--- config.mk ---
export PLATFORM = sky130hd
export DESIGN_NAME = imm_operand_encoder
export DESIGN_NICKNAME = d
export VERILOG_FILES = /design/src/rtl/imm_operand_encoder.sv
export SDC_FILE = /design/constraint.sdc
export NUM_CORES = 1
export LEC_CHECK = 0
export BUFFER_PORTS_ARGS = -buffer_cell sky130_fd_sc_hd__buf_2
export CAP_MARGIN = 40
export CORE_ASPECT_RATIO = 0.75
export CORE_MARGIN = 1.5
export CORE_UTILIZATION = 45
export DETAILED_ROUTE_END_ITERATION = 10
export GPL_TIMING_DRIVEN = 0
export PLACE_DENSITY = 0.73
export RECOVER_POWER = 50
export SYNTH_ARGS = -nofsm -noshare
export SYNTH_HDL_FRONTEND = slang
export SYNTH_SLANG_ARGS = --single-unit
--- constraint.sdc ---
create_clock -name clk -period 2.5 [get_ports clk]
set_input_delay 0.375 -clock clk [delete_from_list [all_inputs] [get_ports clk]]
set_output_delay 0.375 -clock clk [all_outputs]
set_load 0.01 [all_outputs]
--- src/rtl/imm_operand_encoder.sv ---
// Iterative search for the 12-bit {rotate_imm, immed_8} encoding of a 32-bit constant, or a 12-bit memory-offset fit check.
// Latency 2..MAX_ROT+2 cycles from accept to a one-cycle done; start is ignored while busy (no queuing).
module imm_operand_encoder #(
    parameter int MAX_ROT = 15
) (
    input  logic        clk,
    input  logic        rst_n,
    input  logic        start,
    input  logic [31:0] value,
    input  logic        is_mem,
    output logic        busy,
    output logic        done,
    output logic        valid,
    output logic [11:0] shift_operand
);

    typedef enum logic [1:0] {
        ST_IDLE   = 2'd0,
        ST_SEARCH = 2'd1,
        ST_DONE   = 2'd2
    } state_t;

    localparam logic [3:0] ROT_LAST = 4'(MAX_ROT);

    state_t      state;
    logic [3:0]  rot;
    logic [31:0] cap_value;
    logic        cap_mem;

    logic [4:0]  shamt;
    logic [63:0] rot_pair;
    logic [31:0] cand;
    logic        hit;
    logic        last_rot;
    logic        mem_fit;

    // Rotating left by 2*rot undoes the decoder's rotate right; the doubled
    // word keeps wrap-around bits and makes a zero shift an identity.
    always_comb begin
        shamt    = {rot, 1'b0};
        rot_pair = {cap_value, cap_value} << shamt;
        cand     = rot_pair[63:32];
        hit      = (cand[31:8] == 24'd0);
        last_rot = (rot == ROT_LAST);
        mem_fit  = (cap_value[31:12] == 20'd0);
    end

    always_ff @(posedge clk or negedge rst_n) begin
        if (!rst_n) begin
            state         <= ST_IDLE;
            rot           <= 4'd0;
            cap_value     <= 32'd0;
            cap_mem       <= 1'b0;
            busy          <= 1'b0;
            done          <= 1'b0;
            valid         <= 1'b0;
            shift_operand <= 12'd0;
        end else begin
            case (state)
                ST_IDLE: begin
                    done <= 1'b0;
                    if (start) begin
                        cap_value     <= value;
                        cap_mem       <= is_mem;
                        rot           <= 4'd0;
                        valid         <= 1'b0;
                        shift_operand <= 12'd0;
                        busy          <= 1'b1;
                        state         <= ST_SEARCH;
                    end
                end
                ST_SEARCH: begin
                    if (cap_mem) begin
                        valid         <= mem_fit;
                        shift_operand <= mem_fit ? cap_value[11:0] : 12'd0;
                        done          <= 1'b1;
                        state         <= ST_DONE;
                    end else if (hit) begin
                        // First hit is the smallest rotation: canonical encoding.
                        valid         <= 1'b1;
                        shift_operand <= {rot, cand[7:0]};
                        done          <= 1'b1;
                        state         <= ST_DONE;
                    end else if (last_rot) begin
                        valid         <= 1'b0;
                        shift_operand <= 12'd0;
                        done          <= 1'b1;
                        state         <= ST_DONE;
                    end else begin
                        rot <= rot + 4'd1;
                    end
                end
                ST_DONE: begin
                    done  <= 1'b0;
                    busy  <= 1'b0;
                    state <= ST_IDLE;
                end
                default: begin
                    done  <= 1'b0;
                    busy  <= 1'b0;
                    state <= ST_IDLE;
                end
            endcase
        end
    end

endmodule
=== Yosys cells after proc, flatten, opt, wreduce, memory -nomap -nowiden ===
Index checks and enable logic that the tools add are counted.

* Bitwise gates (word level): 1
* Shifts and indexed selects: 1
* $mul: 0
* Equal/unequal tests: 7
* Add/subtract/negate cells: 1
* Multiplexer cells: 27
* Reduce and logical (&&, ||, !) cells: 9
* $lt $le $gt $ge: 0
* Div/mod/pow operators: 0

{| class="wikitable"
|+ Operators with widths
! kind !! number
|-
| $shl 64x5->64 || 1
|-
| $mux 12 || 5
|-
| $logic_not 24->1 || 1
|-
| $pmux 12 s2 || 1
|-
| $logic_not 20->1 || 1
|-
| $mux 4 || 4
|-
| $mux 1 || 9
|-
| $mux 2 || 4
|-
| $ne 2x2->1 const B || 4
|-
| $pmux 4 s2 || 1
|-
| $reduce_and 2->1 || 3
|-
| $reduce_and 5->1 || 1
|-
| $add 4x1->4 const B || 1
|-
| $eq 4x4->1 const B || 1
|-
| $ne 4x4->1 const B || 1
|-
| $pmux 1 s2 || 2
|-
| $pmux 2 s2 || 1
|-
| $reduce_and 3->1 || 1
|-
| $eq 2x1->1 const B || 1
|-
| $logic_not 2->1 || 1
|-
| $reduce_bool 2->1 || 1
|-
| $not 1->1 || 1
|}

* Latch bits: 0
* Memories: 0
* ROM bits: 0
* Output and inout bits: 15
* Flip-flop bits (word level): 54
* Input port bits: 36
* Memory bits (writable): 0
* Word-level logic and storage cells: 54

=== Longest topological paths before layout ===
* Word-level depth: 5
* Mapped depth: 13
* Gate-level depth less buffers: 8

=== Worst setup path before layout ===
OpenSTA, ideal clock, no wires.

* Kind: register -> register
* Start: register rot[1]
* End: register shift_operand[4]
* Setup time: 128 ps
* Required time: 2372 ps
* Cell stages (with the launch flop): 10
* Clock period less this slack: 2722 ps
* Arrival time: 2594 ps
* Slack: -222 ps
* Path buffers: 2
* Cell sequence: dfrtp_1 > buf_6 > mux2_1 > mux4_2 > or4_1 > o2bb2ai_2 > nand3_2 > a21o_1 > buf_6 > mux2i_1

* Cells in the longest elaborated chain, start to end: 5
* Elaborated cells between the ends (all ways): 8
* Those cells by class: eq/ne: 2; shift: 1; mux: 3; reduce/logical: 2

{| class="wikitable"
|+ Ends and longest elaborated chain
! what !! line !! RTL
|-
| start, declared || 26 || <nowiki>logic [3:0] rot;</nowiki>
|-
| start signal, assigned || 90 || <nowiki>rot <= rot + 4'd1;</nowiki>
|-
| $shl 64x5->64 || 41 || <nowiki>rot_pair = {cap_value, cap_value} << shamt;</nowiki>
|-
| $logic_not 24->1 || 43 || <nowiki>hit = (cand[31:8] == 24'd0);</nowiki>
|-
| $mux 12 || 78 || <nowiki>end else if (hit) begin</nowiki>
|-
| $mux 12 || 73 || <nowiki>if (cap_mem) begin</nowiki>
|-
| $pmux 12 s2 || 59 || <nowiki>case (state)</nowiki>
|-
| end signal, assigned || 75 || <nowiki>shift_operand <= mem_fit ? cap_value[11:0] : 12'd0;</nowiki>
|-
| end signal, assigned || 81 || <nowiki>shift_operand <= {rot, cand[7:0]};</nowiki>
|-
| end, declared || 14 || <nowiki>output logic [11:0] shift_operand</nowiki>
|}

Several ways; a longest one is shown, not always the timed one.
A chain may end at the register's enable or synchronous reset.

=== Final worst setup path ===
* Start: register rot[1]
* End: register shift_operand[9]

Same word-level chain as after synthesis.

==> run summary <==
The run finished, with violations left. The logs give 4,052 for the via count of the first global-routing pass and 0.00398 mm^2 for the cell area after technology mapping. In this run the static leakage power is 2.37 nW. TritonCTS built the clock tree. The share of the clock period used by the worst path was 115%; the number of antenna repair diodes was 0.

Cells with a size suffix above 1 make up 30.4% of the layout. Root buffer cell: sky130_fd_sc_hd__clkbuf_16. The cell family contributing the most delay on the critical path is multiplexers. The filler cells instantiated in the layout total 762. STA puts the critical path data required time at 2.68 ns. The maximum number of pins on one net before global-route repair was 29; the hold-fix buffer count after cts was 0.

In this run the worst path has a maximum fanout of 10. IR analysis of the VDD net gives a maximum drop of 0.000959 V. The checks that failed: capacitance limit, slew limit, setup timing. The worst setup path is launched from a flip-flop.

The total count of hold-check failures in the final report was 0. The run gives 14,900 um as the post-detailed-routing wire length. In the layout the commonest cells are 127 x sky130_fd_sc_hd__nand2_1, 54 x sky130_fd_sc_hd__dfrtp_1, 50 x sky130_fd_sc_hd__buf_2. Of the synthesized area, sequential elements account for 34.0%.

The cell accounting for the most synthesized area was sky130_fd_sc_hd__dfrtp_1. The number of clock buffers added by TritonCTS is 5. For this block, the via count after detailed routing is 4,198. The logs give 0 for the number of design rule violations left after detail routing and 1.00 for the routability-driven placement congestion ratio. The run gives -0.366 ns as the worst setup margin. The share of the synthesized area in the top cell type was 34.0%; the initial core utilization was 46.6%.

Setup violations remaining at the end of the flow were counted as 20. For this design, the slowest cell found on the critical path is sky130_fd_sc_hd__or4_4. Maximum level of the CTS H-tree: 2.

The signal on the critical path passes through buf_4 > mux2_4 > mux4_2 > or4_4 > o2bb2ai_4 > nand3_4 > a21o_1 > buf_6 > mux2i_1. Relative to the synthesized area, the layout overhead comes to 31.4%. The net count of the finished layout is 596. The critical path is of the reg -> reg type. Clock latency on the worst-skew pair, taken at its later pin, is 0.31 ns. The library cell used most frequently in the layout, excluding fill and tap cells, is sky130_fd_sc_hd__nand2_1.

Setup repair after global routing could not meet its margin everywhere. Data arrives at the worst endpoint at 3.05 ns. For this run, asynchronously set or reset flops after synthesis account for 100%.

Clock-pin slew was measured on the worst setup and hold paths at 0.07 ns. The max-slew violation count was 29; the number of vias per cell after detailed routing was 6.28. The final-layout worst hold slack was 0.251 ns; the final instance count without filler cells was 668. For the DRC marker count from the first detailed-route iteration, the log shows 383. The number of antenna violations at the first check in global routing was 0. Counting both buffers and inverters, the worst setup path holds a total of 2. Residual overflow from global routing: 0. Measured along the x axis, the die boundary spans 112 um. The worst pin sits at a relative slew slack of -1.59%. Dividing the detail-routed wire length by the instance count gives 22.2 um.

The clock passes through at most 2 buffers. The delay of the slowest cell on the worst path is 0.54 ns. The first global-routing pass estimated 22,800 um of wire.

After floorplanning, the core was sized to cover 0.00853 mm^2. For the finished layout, the period the worst path requires is 2.87 ns. The number of I/O port buffers is 50, and the post-DP HPWL is 10,500 um. The count of flip-flops with a built-in enable after synthesis is 0. The fmax was 349 MHz; the net count of the mapped netlist was 519. Ranked by total cell area, the synthesized netlist is headed by sky130_fd_sc_hd__dfrtp_1 34%, sky130_fd_sc_hd__nand2_1 12%, sky130_fd_sc_hd__mux2i_1 11%, sky130_fd_sc_hd__mux4_2 5.7%, sky130_fd_sc_hd__mux2_2 3.7%. The logs give 0.00443 mm^2 for the total cell area at the placement stage and 0.00942 mm^2 for the die footprint. The endpoint type of the worst setup path is a flip-flop. The run gives 0.00787 ns as the post-route clock skew.

The number of distinct standard cells referenced by the synthesized netlist was 51. The class of the tightest hold or removal check was in -> reg. During synthesis, Yosys emitted a total of 0 warnings.

CTS saw 54 sinks. The most frequently used flop master after synthesis was sky130_fd_sc_hd__dfrtp_1. The register bit count reported by yosys came out at 54.

For this design the ratio of total power to cell area is 1540 mW/mm^2. The run gives 31.8% as the total routing usage reported by global routing. The detail route stage leaves a number of antenna-violating nets equal to 0. The tools report the number of I/O pins as 51.

The logs give 0.00523 mm^2 for the summed area of non-filler cells in the final layout and 482 for the number of instances in the synthesized netlist. The mean cell area of the mapped netlist works out to 8.25 um^2. At the pin with the least slew margin, the transition time is 1.52 ns. The logs give 641 for the count of placed standard cells including taps and 29 for the row count. The tools report the overall power consumption as 8.03 mW. The tools report the max-capacitance violation count as 1. The first detailed-routing pass ran for 5 iterations.

Measured along the y axis, the die boundary spans 84.4 um.
cell type report:
| cell class | instances | area (um^2) | area share [%] |
|---|---|---|---|
| buffer | 36 | 289 | 5.53 |
| timing repair buffer | 71 | 447 | 8.54 |
| clock inverter | 2 | 37.5 | 0.718 |
| inverter | 7 | 31.3 | 0.598 |
| multi-input combinational | 384 | 2810 | 53.7 |
| sequential | 54 | 1350 | 25.8 |
| clock buffer | 6 | 129 | 2.47 |
| tap | 108 | 135 | 2.58 |
synth_stat cells, types with 5 or more instances:
master / instances
sky130_fd_sc_hd__nor2_1: 37
sky130_fd_sc_hd__buf_2: 11
sky130_fd_sc_hd__o21ai_0: 10
sky130_fd_sc_hd__nand3_1: 5
sky130_fd_sc_hd__a211oi_1: 11
sky130_fd_sc_hd__a21oi_1: 23
sky130_fd_sc_hd__and2_1: 5
sky130_fd_sc_hd__nand2b_1: 6
sky130_fd_sc_hd__nor2b_1: 10
sky130_fd_sc_hd__mux2i_1: 42
sky130_fd_sc_hd__mux2_2: 13
sky130_fd_sc_hd__buf_1: 6
sky130_fd_sc_hd__a31oi_1: 8
sky130_fd_sc_hd__inv_1: 5
sky130_fd_sc_hd__mux4_2: 10
sky130_fd_sc_hd__nor4_1: 5
sky130_fd_sc_hd__dfrtp_1: 54
sky130_fd_sc_hd__nor3_1: 19
sky130_fd_sc_hd__clkbuf_1: 16
sky130_fd_sc_hd__a2111oi_0: 7
sky130_fd_sc_hd__nand2_1: 128
timing repair:
| action | CTS | global route |
|---|---|---|
| setup buffers | 10 | 7 |
| resized for setup | 58 | 43 |
| pin swaps | 5 | 9 |
| endpoints found under the setup margin | 20 | 20 |
| cloned | 1 | 2 |
final timing paths:
kind / startpoint / end / slack, ns / depth (start not counted)
setup / recovery: rot[1] / shift_operand[9] / -0.37 / 9
hold / removal: value[12] / cap_value[12] / 0.25 / 3
setup reg to reg: rot[1] / shift_operand[9] / -0.37 / 9
hold reg to reg: shift_operand[10] / shift_operand[10] / 0.52 / 2
max in group asynchronous: rst_n / cap_value[8] / 0.65 / 2
min in group asynchronous: rst_n / cap_value[0] / 0.43 / 1
tightest hold or removal path, cell delays in order:
cell	delay [ns]
sky130_fd_sc_hd__buf_2	0.07
sky130_fd_sc_hd__nand2_1	0.04
sky130_fd_sc_hd__nand2_1	0.04
per-layer routing:
layer | wire, um | track usage, % | up-vias | part of all wire (%)
li1 | - | - | 1871 | -
met1 | 6480 | 45.0 | 2032 | 44
met2 | 6440 | 48.1 | 258 | 43
met3 | 1620 | 9.10 | 37 | 11
met4 | 316 | 8.52 | 0 | 2.1
met5 | 0 | 0 | - | 0
cell families (layout without fill, tap and decap cells):
family	after synthesis	in the layout	synth area share (%)
AOI/OAI and AO/OA	86	86	14.8
buffers and inverters	44	122	5.00
DFF	54	54	34.0
muxes	67	67	20.5
adders and majority gates	1	1	0.315
and+or+nand+nor	230	230	25.4
flip-flops by register name (all words and copies together), names as in the netlist:
register       count
busy               1
cap_mem            1
cap_value         32
done               1
rot                4
shift_operand     12
state              2
valid              1
power breakdown:
part / internal, mW / total, mW / switching, mW
Combinational: 2.35 / 5.21 / 2.85
Sequential: 1.24 / 2.01 / 0.768
Clock: 0.474 / 0.814 / 0.340
stage by stage:
stage	setup TNS, ns	setup slack, ns	util, %
after floorplan	-1.01	-0.105	-
after global placement	-16.90	-0.947	51.7
after detailed placement	-15.51	-0.881	52.0
after CTS	-4.99	-0.302	57.8
after global routing	-7.69	-0.442	61.3
final	-6.24	-0.366	61.3
Note: power is estimated with default switching activity, not from simulation.
